===== src/rtl/fta_bus_pkg.sv =====
// rtl/fta_bus_pkg.sv - FTA bus request/response types and beat-split helpers
package fta_bus_pkg;

    typedef enum logic [2:0] {
        SZ_BYT   = 3'd0,
        SZ_WYDE  = 3'd1,
        SZ_TETRA = 3'd2,
        SZ_OCTA  = 3'd3,
        SZ_HEXI  = 3'd4
    } fta_size_t;

    typedef struct packed {
        logic          cyc;
        logic          stb;
        logic          we;
        fta_size_t     sz;
        logic [7:0]    tid;
        logic [31:0]   padr;
        logic [15:0]   sel;
        logic [127:0]  data1;
    } fta_cmd_request128_t;

    typedef struct packed {
        logic          cyc;
        logic          stb;
        logic          we;
        fta_size_t     sz;
        logic [7:0]    tid;
        logic [31:0]   padr;
        logic [3:0]    sel;
        logic [31:0]   data1;
    } fta_cmd_request32_t;

    typedef struct packed {
        logic          ack;
        logic          err;
        logic          rty;
        logic          stall;
        logic [7:0]    tid;
        logic [31:0]   adr;
        logic [127:0]  dat;
    } fta_cmd_response128_t;

    typedef struct packed {
        logic          ack;
        logic          err;
        logic          rty;
        logic          stall;
        logic [7:0]    tid;
        logic [31:0]   adr;
        logic [31:0]   dat;
    } fta_cmd_response32_t;

    localparam int FTA_RETRY_MAX = 3;

    function automatic logic [2:0] fta_beat_count(input fta_size_t sz);
        case (sz)
            SZ_OCTA: return 3'd2;
            SZ_HEXI: return 3'd4;
            default: return 3'd1;
        endcase
    endfunction

    // Multi-beat accesses must start on their natural 64/128-bit boundary.
    function automatic logic fta_misaligned(input fta_size_t sz, input logic [31:0] padr);
        case (sz)
            SZ_OCTA: return padr[2];
            SZ_HEXI: return |padr[3:2];
            default: return 1'b0;
        endcase
    endfunction

endpackage


===== src/rtl/fta_split_beat_ctr.sv =====
// rtl/fta_split_beat_ctr.sv - beat index and per-beat retry counter
module fta_split_beat_ctr #(
    parameter int RETRY_MAX = 3
) (
    input  logic       clk_i,
    input  logic       rst_i,
    input  logic       clr_i,
    input  logic       beat_inc_i,
    input  logic       retry_inc_i,
    output logic [1:0] beat_o,
    output logic       retry_exhausted_o
);

    logic [1:0] beat_q, beat_d;
    logic [7:0] retry_q, retry_d;

    always_comb begin
        beat_d  = beat_q;
        retry_d = retry_q;
        if (clr_i) begin
            beat_d  = 2'd0;
            retry_d = 8'd0;
        end else if (beat_inc_i) begin
            beat_d  = beat_q + 2'd1;
            retry_d = 8'd0;
        end else if (retry_inc_i) begin
            retry_d = retry_q + 8'd1;
        end
    end

    always_ff @(posedge clk_i or posedge rst_i) begin
        if (rst_i) begin
            beat_q  <= 2'd0;
            retry_q <= 8'd0;
        end else begin
            beat_q  <= beat_d;
            retry_q <= retry_d;
        end
    end

    assign beat_o            = beat_q;
    assign retry_exhausted_o = int'({24'd0, retry_q}) >= RETRY_MAX;

endmodule


===== src/rtl/fta_split128to32.sv =====
// rtl/fta_split128to32.sv - splits one 128-bit FTA request into 32-bit slave beats
module fta_split128to32
    import fta_bus_pkg::*;
#(
    parameter int RETRY_MAX = FTA_RETRY_MAX
) (
    input  logic                 clk_i,
    input  logic                 rst_i,
    input  fta_cmd_request128_t  req128_i,
    output fta_cmd_response128_t resp128_o,
    output fta_cmd_request32_t   req32_o,
    input  fta_cmd_response32_t  resp32_i,
    output logic                 busy_o
);

    typedef logic [1:0] state_t;
    localparam state_t ST_IDLE  = 2'd0;
    localparam state_t ST_ISSUE = 2'd1;
    localparam state_t ST_WAIT  = 2'd2;
    localparam state_t ST_RESP  = 2'd3;

    state_t              state_q, state_d;
    fta_cmd_request128_t req_q, req_d;
    logic [127:0]        gather_q, gather_d;
    logic                err_q, err_d;

    logic [1:0] lane, beat, word;
    logic [2:0] nbeats;
    logic       last_beat, misaligned, tid_match, retry_exhausted;
    logic       ctr_clr, beat_inc, retry_inc;
    logic       unused_bits;

    assign lane       = req_q.padr[3:2];
    assign word       = lane + beat;
    assign nbeats     = fta_beat_count(req_q.sz);
    assign last_beat  = ({1'b0, beat} + 3'd1) == nbeats;
    assign misaligned = fta_misaligned(req_q.sz, req_q.padr);
    assign tid_match  = resp32_i.tid == req_q.tid;
    assign unused_bits = ^{resp32_i.adr, req_q.cyc, req_q.stb};

    fta_split_beat_ctr #(.RETRY_MAX(RETRY_MAX)) u_ctr (
        .clk_i             (clk_i),
        .rst_i             (rst_i),
        .clr_i             (ctr_clr),
        .beat_inc_i        (beat_inc),
        .retry_inc_i       (retry_inc),
        .beat_o            (beat),
        .retry_exhausted_o (retry_exhausted)
    );

    always_comb begin
        state_d   = state_q;
        req_d     = req_q;
        gather_d  = gather_q;
        err_d     = err_q;
        ctr_clr   = 1'b0;
        beat_inc  = 1'b0;
        retry_inc = 1'b0;
        case (state_q)
            ST_IDLE: begin
                if (req128_i.cyc && req128_i.stb) begin
                    req_d    = req128_i;
                    gather_d = '0;
                    err_d    = 1'b0;
                    ctr_clr  = 1'b1;
                    state_d  = ST_ISSUE;
                end
            end
            ST_ISSUE: begin
                if (misaligned) begin
                    err_d   = 1'b1;
                    state_d = ST_RESP;
                end else if (!resp32_i.stall) begin
                    state_d = ST_WAIT;
                end
            end
            ST_WAIT: begin
                // err outranks ack, and a matching ack outranks rty
                if (resp32_i.err) begin
                    err_d   = 1'b1;
                    state_d = ST_RESP;
                end else if (resp32_i.ack && tid_match) begin
                    gather_d[{word, 5'd0} +: 32] = resp32_i.dat;
                    if (last_beat) begin
                        state_d = ST_RESP;
                    end else begin
                        beat_inc = 1'b1;
                        state_d  = ST_ISSUE;
                    end
                end else if (resp32_i.rty) begin
                    if (retry_exhausted) begin
                        err_d   = 1'b1;
                        state_d = ST_RESP;
                    end else begin
                        retry_inc = 1'b1;
                        state_d   = ST_ISSUE;
                    end
                end
            end
            default: state_d = ST_IDLE;
        endcase
    end

    always_ff @(posedge clk_i or posedge rst_i) begin
        if (rst_i) begin
            state_q  <= ST_IDLE;
            req_q    <= '0;
            gather_q <= '0;
            err_q    <= 1'b0;
        end else begin
            state_q  <= state_d;
            req_q    <= req_d;
            gather_q <= gather_d;
            err_q    <= err_d;
        end
    end

    assign busy_o = state_q != ST_IDLE;

    always_comb begin
        req32_o   = '0;
        resp128_o = '0;
        if ((state_q == ST_WAIT) || ((state_q == ST_ISSUE) && !misaligned)) begin
            req32_o.cyc   = 1'b1;
            req32_o.stb   = state_q == ST_ISSUE;
            req32_o.we    = req_q.we;
            req32_o.sz    = req_q.sz;
            req32_o.tid   = req_q.tid;
            req32_o.padr  = {req_q.padr[31:4], word, 2'b00};
            req32_o.sel   = (nbeats == 3'd1) ? req_q.sel[{word, 2'd0} +: 4] : 4'hF;
            req32_o.data1 = req_q.data1[{word, 5'd0} +: 32];
        end
        if (state_q == ST_RESP) begin
            resp128_o.ack = !err_q;
            resp128_o.err = err_q;
            resp128_o.tid = req_q.tid;
            resp128_o.adr = req_q.padr;
            if (req_q.we)
                resp128_o.dat = '0;
            else if (nbeats == 3'd1)
                resp128_o.dat = {4{gather_q[{lane, 5'd0} +: 32]}};
            else
                resp128_o.dat = gather_q;
        end
        resp128_o.stall = busy_o;
    end

endmodule


===== config.mk =====
export PLATFORM = sky130hd
export DESIGN_NAME = fta_split128to32
export DESIGN_NICKNAME = d
export VERILOG_FILES = /design/src/rtl/fta_bus_pkg.sv /design/src/rtl/fta_split_beat_ctr.sv /design/src/rtl/fta_split128to32.sv
export SDC_FILE = /design/constraint.sdc
export NUM_CORES = 1
export LEC_CHECK = 0
export ABC_AREA = 1
export BUFFER_PORTS_ARGS = -buffer_cell sky130_fd_sc_hd__buf_2
export CAP_MARGIN = 40
export CORE_AREA = 2 2 204 206
export CTS_BUF_LIST = sky130_fd_sc_hd__clkbuf_8
export DETAILED_ROUTE_END_ITERATION = 8
export DIE_AREA = 0 0 206 208
export HOLD_SLACK_MARGIN = 0.15
export PLACE_DENSITY = 0.72
export REMOVE_ABC_BUFFERS = 1
export SYNTH_ARGS = -nofsm -noshare
export SYNTH_HDL_FRONTEND = slang
export SYNTH_SLANG_ARGS = --single-unit

===== constraint.sdc =====
create_clock -name clk_i -period 31.7 [get_ports clk_i]
set_clock_uncertainty 0.15 [all_clocks]
set_input_delay 3.17 -clock clk_i [delete_from_list [all_inputs] [get_ports clk_i]]
set_output_delay 3.17 -clock clk_i [all_outputs]
set_load 0.02 [all_outputs]

* Word-level counts from Yosys, hierarchy flattened
Cells that the tools add are included.
** Storage, ports and cells
- Bits in registers :: 329
- Bits of input ports :: 268
- Logic and storage cells :: 101
- Output and inout port bits :: 255
** Cells by class
- Shifts and indexed selects :: 5
- Reductions and logical operators :: 17
- Mux-type cells :: 45
- Add/subtract/negate cells :: 5
- Magnitude comparators :: 1
- Equality and inequality tests :: 17
** Operators with widths (number)
- 128-bit two-way mux :: 5
- 128-bit one-hot mux with 2 select lines :: 1
- 128-bit by 8-bit indexed part select with 32-bit output :: 2
- 168-bit two-way mux :: 1
- 128-bit bitwise mux :: 1
- 32-bit by 9-bit variable shift with 128-bit output, first input constant :: 1
- 32-bit by 9-bit indexed part select with 128-bit output :: 1
- 82-bit two-way mux :: 1
- 8-bit two-way mux :: 3
- 2-bit two-way mux :: 11
- 1-bit two-way mux :: 17
- 16-bit by 5-bit indexed part select with 4-bit output :: 1
- 3-bit != test, second input constant :: 4
- 7-bit negation with 9-bit output :: 1
- 8-bit by 1-bit adder with 8-bit output, second input constant :: 1
- 8-bit == test :: 1
- 8-bit by 2-bit >= comparator with 1-bit output, second input constant :: 1
- 2-bit != test, second input constant :: 4
- 2-bit one-hot mux with 3 select lines :: 1
- 3-bit one-hot mux with 2 select lines :: 1
- 6-bit AND reduction :: 1
- 2-bit nonzero test :: 3
- 3-bit nonzero test :: 2
- 2-bit == test, second input constant :: 2
- 20 further kinds :: 23

* Depth between registers and ports, before layout
Gate-level depths: netlist of the first run.
- Word-level depth :: 9
- Mapped depth :: 13
- Gate-level depth less buffers :: 12

* By module
Synthesis of the first run repeated with hierarchy kept, for this count alone.
** Unflattened totals
- Cell total of the unflattened synthesis :: 2523
- Area total of the unflattened synthesis :: 18726.7 um^2
** By module, submodules not included
- fta_split128to32 :: area each 18173.7 um^2, times used 1, cells an instance 2451, sequential area each 7982.7 um^2
- fta_split_beat_ctr :: area each 553.0 um^2, times used 1, cells an instance 72, sequential area each 250.2 um^2

* Least setup slack after synthesis of the first run
Ideal clock, no wire load.
- Path type :: reg-to-output
- Start point :: register req_q, in the netlist lane[0]
- End point :: output port req32_o[32] (netlist bit)
- Data arrival time :: 1.971 ns
- Data required time :: 28.380 ns
- Buffers on the path :: 2
- Stages on the path, launching flop included :: 9
- Slack :: 26.409 ns
- Path through :: dfrtp_1 -> ha_1 -> inv_1 -> clkbuf_1 -> clkbuf_1 -> nand2_1 -> nand2_1 -> nand2_1 -> a31oi_1
** RTL lines
- from (decl) :: line fta_split128to32.sv:23 : fta_cmd_request128_t req_q, req_d;
- from (signal assigned) :: line fta_split128to32.sv:112 : req_q <= req_d;
- to (decl) :: line fta_split128to32.sv:11 : output fta_cmd_request32_t req32_o,

==> results of run 1 <==
-- through the flow --
step / hold slack (ns) / area (µm²) / util (%)
4_1_cts: 0.332 / 22400 / 55.3
3_3_place_gp: 0.312 / 21100 / 52.1
6_report: 0.328 / 22500 / 55.4
3_5_place_dp: 0.315 / 21300 / 52.4
2_1_floorplan: 0.299 / 17700 / -
5_1_grt: 0.347 / 22500 / 55.4
-- synthesized netlist by cell type --
cell type and n:
or2_2 5, buf_2 47, o21bai_1 1, o21ai_1 1, nand2_2 1, nand3b_1 2, nand2_1 965, and3_1 1
conb_1 1, buf_4 21, nand3_1 21, nand3_2 1, a21oi_1 231, xor2_1 1, buf_1 5, xnor2_1 1
buf_6 2, ha_1 11, inv_1 213, a21oi_2 1, clkbuf_1 136, dfrtp_1 329, nor2_1 388, nand4_1 132
a31oi_1 4, nor3_1 67, o21ai_0 174, inv_2 5
-- how the worst min path moves through the flow --
stage | start | slack [ns] | cells after the start | to
2_1_floorplan | req_q[32] | 0.30 | 2 | req_q[32]
3_5_place_dp | req_q[93] | 0.32 | 2 | req_q[93]
6_report | req_q[100] | 0.33 | 2 | req_q[100]
3_3_place_gp | req_q[67] | 0.31 | 2 | req_q[67]
4_1_cts | req_q[114] | 0.33 | 2 | req_q[114]
5_1_grt | req_q[139] | 0.35 | 2 | req_q[139]
-- worst max-delay path: cells and delay by family (launching register included) --
family | cells | cell delay [ns]
and+or+nand+nor | 1 | 0.11
AOI/OAI and AO/OA | 2 | 0.44
adders and majority gates | 1 | 0.80
DFF | 1 | 0.50
buffers and inverters | 3 | 1.01
-- layer usage --
| layer | vias to the layer above | routed length [µm] | track usage (%) |
|---|---|---|---|
| met2 | 979 | 28800 | 45.7 |
| li1 | 9513 | - | - |
| met1 | 9288 | 25800 | 38.0 |
| met4 | 36 | 2010 | 10.6 |
| met5 | - | 246 | 0 |
| met3 | 180 | 6680 | 7.96 |
-- logic make-up (layout without fill, tap and decap cells) --
kind of cell             after synthesis  after routing  share of synthesized area [%]
AND/OR/NAND/NOR                     1583           1583                           34.4
XOR/XNOR                               2              2                         0.0940
buffers and inverters                429            847                           9.46
adder cells (fa/ha/maj)               11             11                          0.738
flip-flops                           329            329                           44.2
AO/OA/AOI/OAI                        412            412                           11.1
other                                  1             16                         0.0201
-- cell type report --
cell class              count  area [µm²]  share of cell area (%)
diodes                     13        32.5                   0.145
clock buffers              75        1030                    4.59
clock inverters            29         136                   0.607
inverters                 218         831                    3.70
multi-input cells        2011        8710                    38.8
flip-flops and latches    329        8230                    36.6
well taps                 532         666                    2.96
repair buffers            525        2830                    12.6
-- registers in the layout (all words and copies together), names as in the netlist --
signal         count
gather_q         128
lane               2
u_ctr.beat_o       2
err_q              1
req_q            186
state_q            2
u_ctr.retry_q      8
-- report_power, final --
part | total, mW | internal (mW) | leakage, nW | switching, mW
combinational | 1.21 | 0.320 | 7.63 | 0.886
sequential | 0.643 | 0.557 | 4.29 | 0.0862
clock | 0.393 | 0.211 | 0.683 | 0.182
total | 2.24 | 1.09 | 12.6 | 1.15
==> flow_summary.yaml, run 1 <==
synth:
  synth_area_mm2: 0.0186
  synth_area_leader_cell: "dfrtp_1"
  synthDistinctLibCells: 28
  yosysWarnings: 0
  ys_top_cells_by_area: "dfrtp_1 44%, nand2_1 19%, nor2_1 7.8%"
  synth_top_area_share_pct: 44.2
  synth_seq_area_share_pct: 44.2
  synth.avg_cell_area_um2: 6.74
  ys_seq_elements: 329
  syn_inst: 2767
final_layout:
  area_growth_pct: 20.5
  layout_common_cells: "962 x nand2_1, 487 x buf_2, 387 x nor2_1, 328 x dfrtp_1, 231 x a21oi_1"
  fin_nets: 3420
  final_common_cell: "nand2_1"
  finalNonFillerCells: 3732
  fillers: 3972
  drive_above_1_share_pct: 19.9
grt:
  grt_pass1_vias: 18417
  grt_pass1_wl_mm: 98.7
  grt_max_degree: 118
  antenna_found_initial: 29
  gr-total-overflow: 0
  grt_use_total_pct: 29.0
job:
  maxCapViolations: 0
sta:
  tns_ns: 0
  period_share_pct: 21.8
  finalSetupViolCount: 0
  fmax_ghz: 0.144
  maxSlewViolCount: 0
  slew_headroom_pct: 35.7
  rsz0062_at_grt: "false"
  max_slew.worst_pin.slew_ns: 0.965
  fin_crit_ns: 6.92
  finalHoldViolCount: 0
  fin_ws_ns: 24.78
die:
  fp.dieH_um: 208
  coreArea_mm2: 0.0406
  rows: 74
  die_width_um: 206
  die_area_mm2: 0.0428
  io_pins: 523
  start_util_pct: 46.0
routing:
  vias: 19996
  drt_iter0_drc: 1865
  avgRoutedWirePerCell_um: 17.0
  viasPerCell: 5.36
  first_pass_iters: 6
  totalWireLength_mm: 63.6
  remaining_drc_errors: 0
  antenna_left: 0
cts:
  h-tree-depth: 2
  numCtsBuffers: 56
  cts_root_buf: "clkbuf_8"
  clk_pin_slew_ns: 0.06
  cts_hold_buf: 0
  clock-sinks: 329
  cts_tree: "built"
  cts_setup_buffers: 0
  clk_path_buf_depth: 3
  clk_latency_ns: 0.64
  cts_resized: 0
worst_setup_path:
  cp.arrival_ns: 3.60
  worst-r2r-setup-slack_ns: 27.26
  r2r-end: "gather_q[87]"
  ff2ff_path_depth: 12
  startpoint: "lane[0]"
  cp_max_fo: 71
  slowest_stage: "ha_4"
  cp-end-kind: "primary output"
  path_cells: "ha_4 > buf_4 > nand2_1 > a21oi_1 > o21ai_0 > inv_1 > buf_2"
  crit_type: "register to primary output"
  startpoint_type: "register"
  cp.required_ns: 28.38
  slowest_delay_ns: 0.80
  crit_path_end: "req32_o[15]"
  worst_r2r_startpoint: "lane[1]"
power_and_ir_drop:
  total_power_mw: 2.24
  leakagePower_nw: 12.6
  power.density_mw_per_mm2: 99.8
  ir_drop_v: 0.0000628
outcome:
  outcome: "complete, no violations"
placed_design:
  gp_congestion: 0.925
  dpl_worst_slack_ns: 25.43
  io_buffers: 487
  place_inst: 3615
  dp_hpwl_mm: 40.5
hold_path:
  hp-class: "register to register"
No activity file was read; power rests on OpenSTA's default activity.
==> run 2: changes to the inputs <==
--- a/config.mk
+++ b/config.mk
@@ -13,7 +13,7 @@
 export DETAILED_ROUTE_END_ITERATION = 8
 export DIE_AREA = 0 0 206 208
 export HOLD_SLACK_MARGIN = 0.15
-export PLACE_DENSITY = 0.72
+export PLACE_DENSITY = 0.74
 export REMOVE_ABC_BUFFERS = 1
 export SYNTH_ARGS = -nofsm -noshare
 export SYNTH_HDL_FRONTEND = slang
==> constraint.sdc (replaced) <==
create_clock -name clk_i -period 5.63 [get_ports clk_i]
set_clock_uncertainty 0.15 [all_clocks]
set_input_delay 0.563 -clock clk_i [delete_from_list [all_inputs] [get_ports clk_i]]
set_output_delay 0.563 -clock clk_i [all_outputs]
set_load 0.02 [all_outputs]
==> flow_summary.yaml, run 2 (synthesis gave the netlist of run 1 again) <==
cts:
  cts_tree: "built"
  clock-sinks: 329
  cts_root_buf: "clkbuf_8"
  cts_resized: 0
  h-tree-depth: 2
  clk_latency_ns: 0.64
  clk_pin_slew_ns: 0.06
  numCtsBuffers: 56
  clk_path_buf_depth: 3
die:
  start_util_pct: 46.0
  fp.dieH_um: 208
  die_width_um: 206
  rows: 74
  coreArea_mm2: 0.0406
  io_pins: 523
  die_area_mm2: 0.0428
routing:
  avgRoutedWirePerCell_um: 18.1
  viasPerCell: 5.53
  vias: 21798
  first_pass_iters: 6
  antenna_left: 0
  remaining_drc_errors: 0
  totalWireLength_mm: 71.2
  drt_iter0_drc: 2373
job:
  maxCapViolations: 0
final_layout:
  layout_common_cells: "962 x nand2_1, 487 x buf_2, 387 x nor2_1, 328 x dfrtp_1, 231 x a21oi_1"
  fin_nets: 3640
  largestRegisters: "req_q x186, gather_q x128, u_ctr.retry_q x8"
  drive_above_1_share_pct: 18.5
  fillers: 3444
  seq_area_mm2: 0.00823
  finalNonFillerCells: 3943
  multi_input_area_mm2: 0.00871
  fin_util_pct: 60.8
  largest_reg_flops: 186
  area_growth_pct: 32.4
  final_common_cell: "nand2_1"
  top_register: "req_q"
placed_design:
  place_inst: 3615
  gp_congestion: 0.914
  dp_hpwl_mm: 40.6
  io_buffers: 487
worst_setup_path:
  slowest_delay_ns: 0.78
  cp_max_fo: 70
  cp.required_ns: 4.92
  startpoint: "lane[0]"
  ff2ff_path_depth: 9
  slowest_stage: "buf_4"
  path_cells: "ha_4 > buf_4 > buf_4 > nand2_1 > a21oi_1 > o21ai_0 > inv_1 > buf_2"
  cp.arrival_ns: 3.84
  r2r-end: "gather_q[33]"
  crit_path_end: "req32_o[17]"
  startpoint_type: "register"
  cp-end-kind: "primary output"
  worst-r2r-setup-slack_ns: 1.63
  crit_type: "register to primary output"
  crit_path_frequent_cell: "buf_4"
  worst_r2r_startpoint: "lane[0]"
sta:
  finalSetupViolCount: 0
  period_share_pct: 80.9
  max_slew.worst_pin.slew_ns: 1.15
  maxSlewViolCount: 0
  slew_headroom_pct: 23.2
  rsz0062_at_grt: "false"
  fmax_ghz: 0.220
  fin_crit_ns: 4.55
  finalHoldViolCount: 0
grt:
  grt_pass1_wl_mm: 111
  gr-total-overflow: 0
  antenna_found_initial: 4
  grt_pass1_vias: 21339
  grt_use_total_pct: 32.4
  grt_max_degree: 260
hold_path:
  hold_depth: 5
  hp-class: "primary input to register"
power_and_ir_drop:
  ir_drop_v: 0.000373
  leakagePower_nw: 13.5
  power.density_mw_per_mm2: 532
  total_power_mw: 13.1
outcome:
  outcome: "complete, no violations"
## run 2: metal layers
layer	global-route usage, %	wire length, µm	vias up
li1	-	-	9931
met1	40.2	27100	10139
met2	53.5	33700	1427
met3	7.08	7370	301
met4	15.6	3060	0
met5	0	0	-
## run 2: repair_timing
action,4_1_cts,5_1_grt
setup buffers,0,0
hold endpoints to repair,397,0
hold buffers,220,0
## run 2: final cells by class
type | instances | area share, %
multi-input combinational | 2011 | 35.3
sequential | 329 | 33.4
timing repair buffer | 745 | 20.5
clock buffer | 72 | 4.02
inverter | 218 | 3.37
tap | 532 | 2.70
clock inverter | 30 | 0.639
antenna | 6 | 0.0609
## run 2: how the worst min path moves through the flow
| stage | endpoint | slack [ns] | from |
|---|---|---|---|
| after floorplan | req_q[32] | 0.30 | req_q[32] |
| after global placement | req_q[121] | 0.31 | req_q[121] |
| after detailed placement | req_q[88] | 0.31 | req_q[88] |
| after CTS | state_q[1] | 0.15 | resp32_i[74] |
| after global routing | gather_q[31] | 0.20 | resp32_i[31] |
| final | state_q[1] | 0.20 | resp32_i[74] |
## run 2: metrics by stage
step           setup WS (ns)  hold slack [ns]  cell area, µm²  TNS [ns]
3_3_place_gp            1.76            0.312           21100         0
6_report                1.08            0.201           24700         0
3_5_place_dp            1.67            0.315           21300         0
5_1_grt                0.921            0.204           24700         0
2_1_floorplan          -4.19            0.299           17700  -2061.06
4_1_cts                 1.05            0.153           24700         0
## run 2: power breakdown
group	internal (mW)	switching, mW
sequential	3.13	0.567
combinational	1.97	5.23
clock	1.19	1.04
total	6.30	6.84
## run 2: worst max-delay path, delay by kind of cell, from the launching register on
kind,cells,cell delay [ns]
buffers and inverters,4,1.69
adder cells (fa/ha/maj),1,0.36
flip-flops,1,0.60
AND/OR/NAND/NOR,1,0.14
AO/OA/AOI/OAI,2,0.38
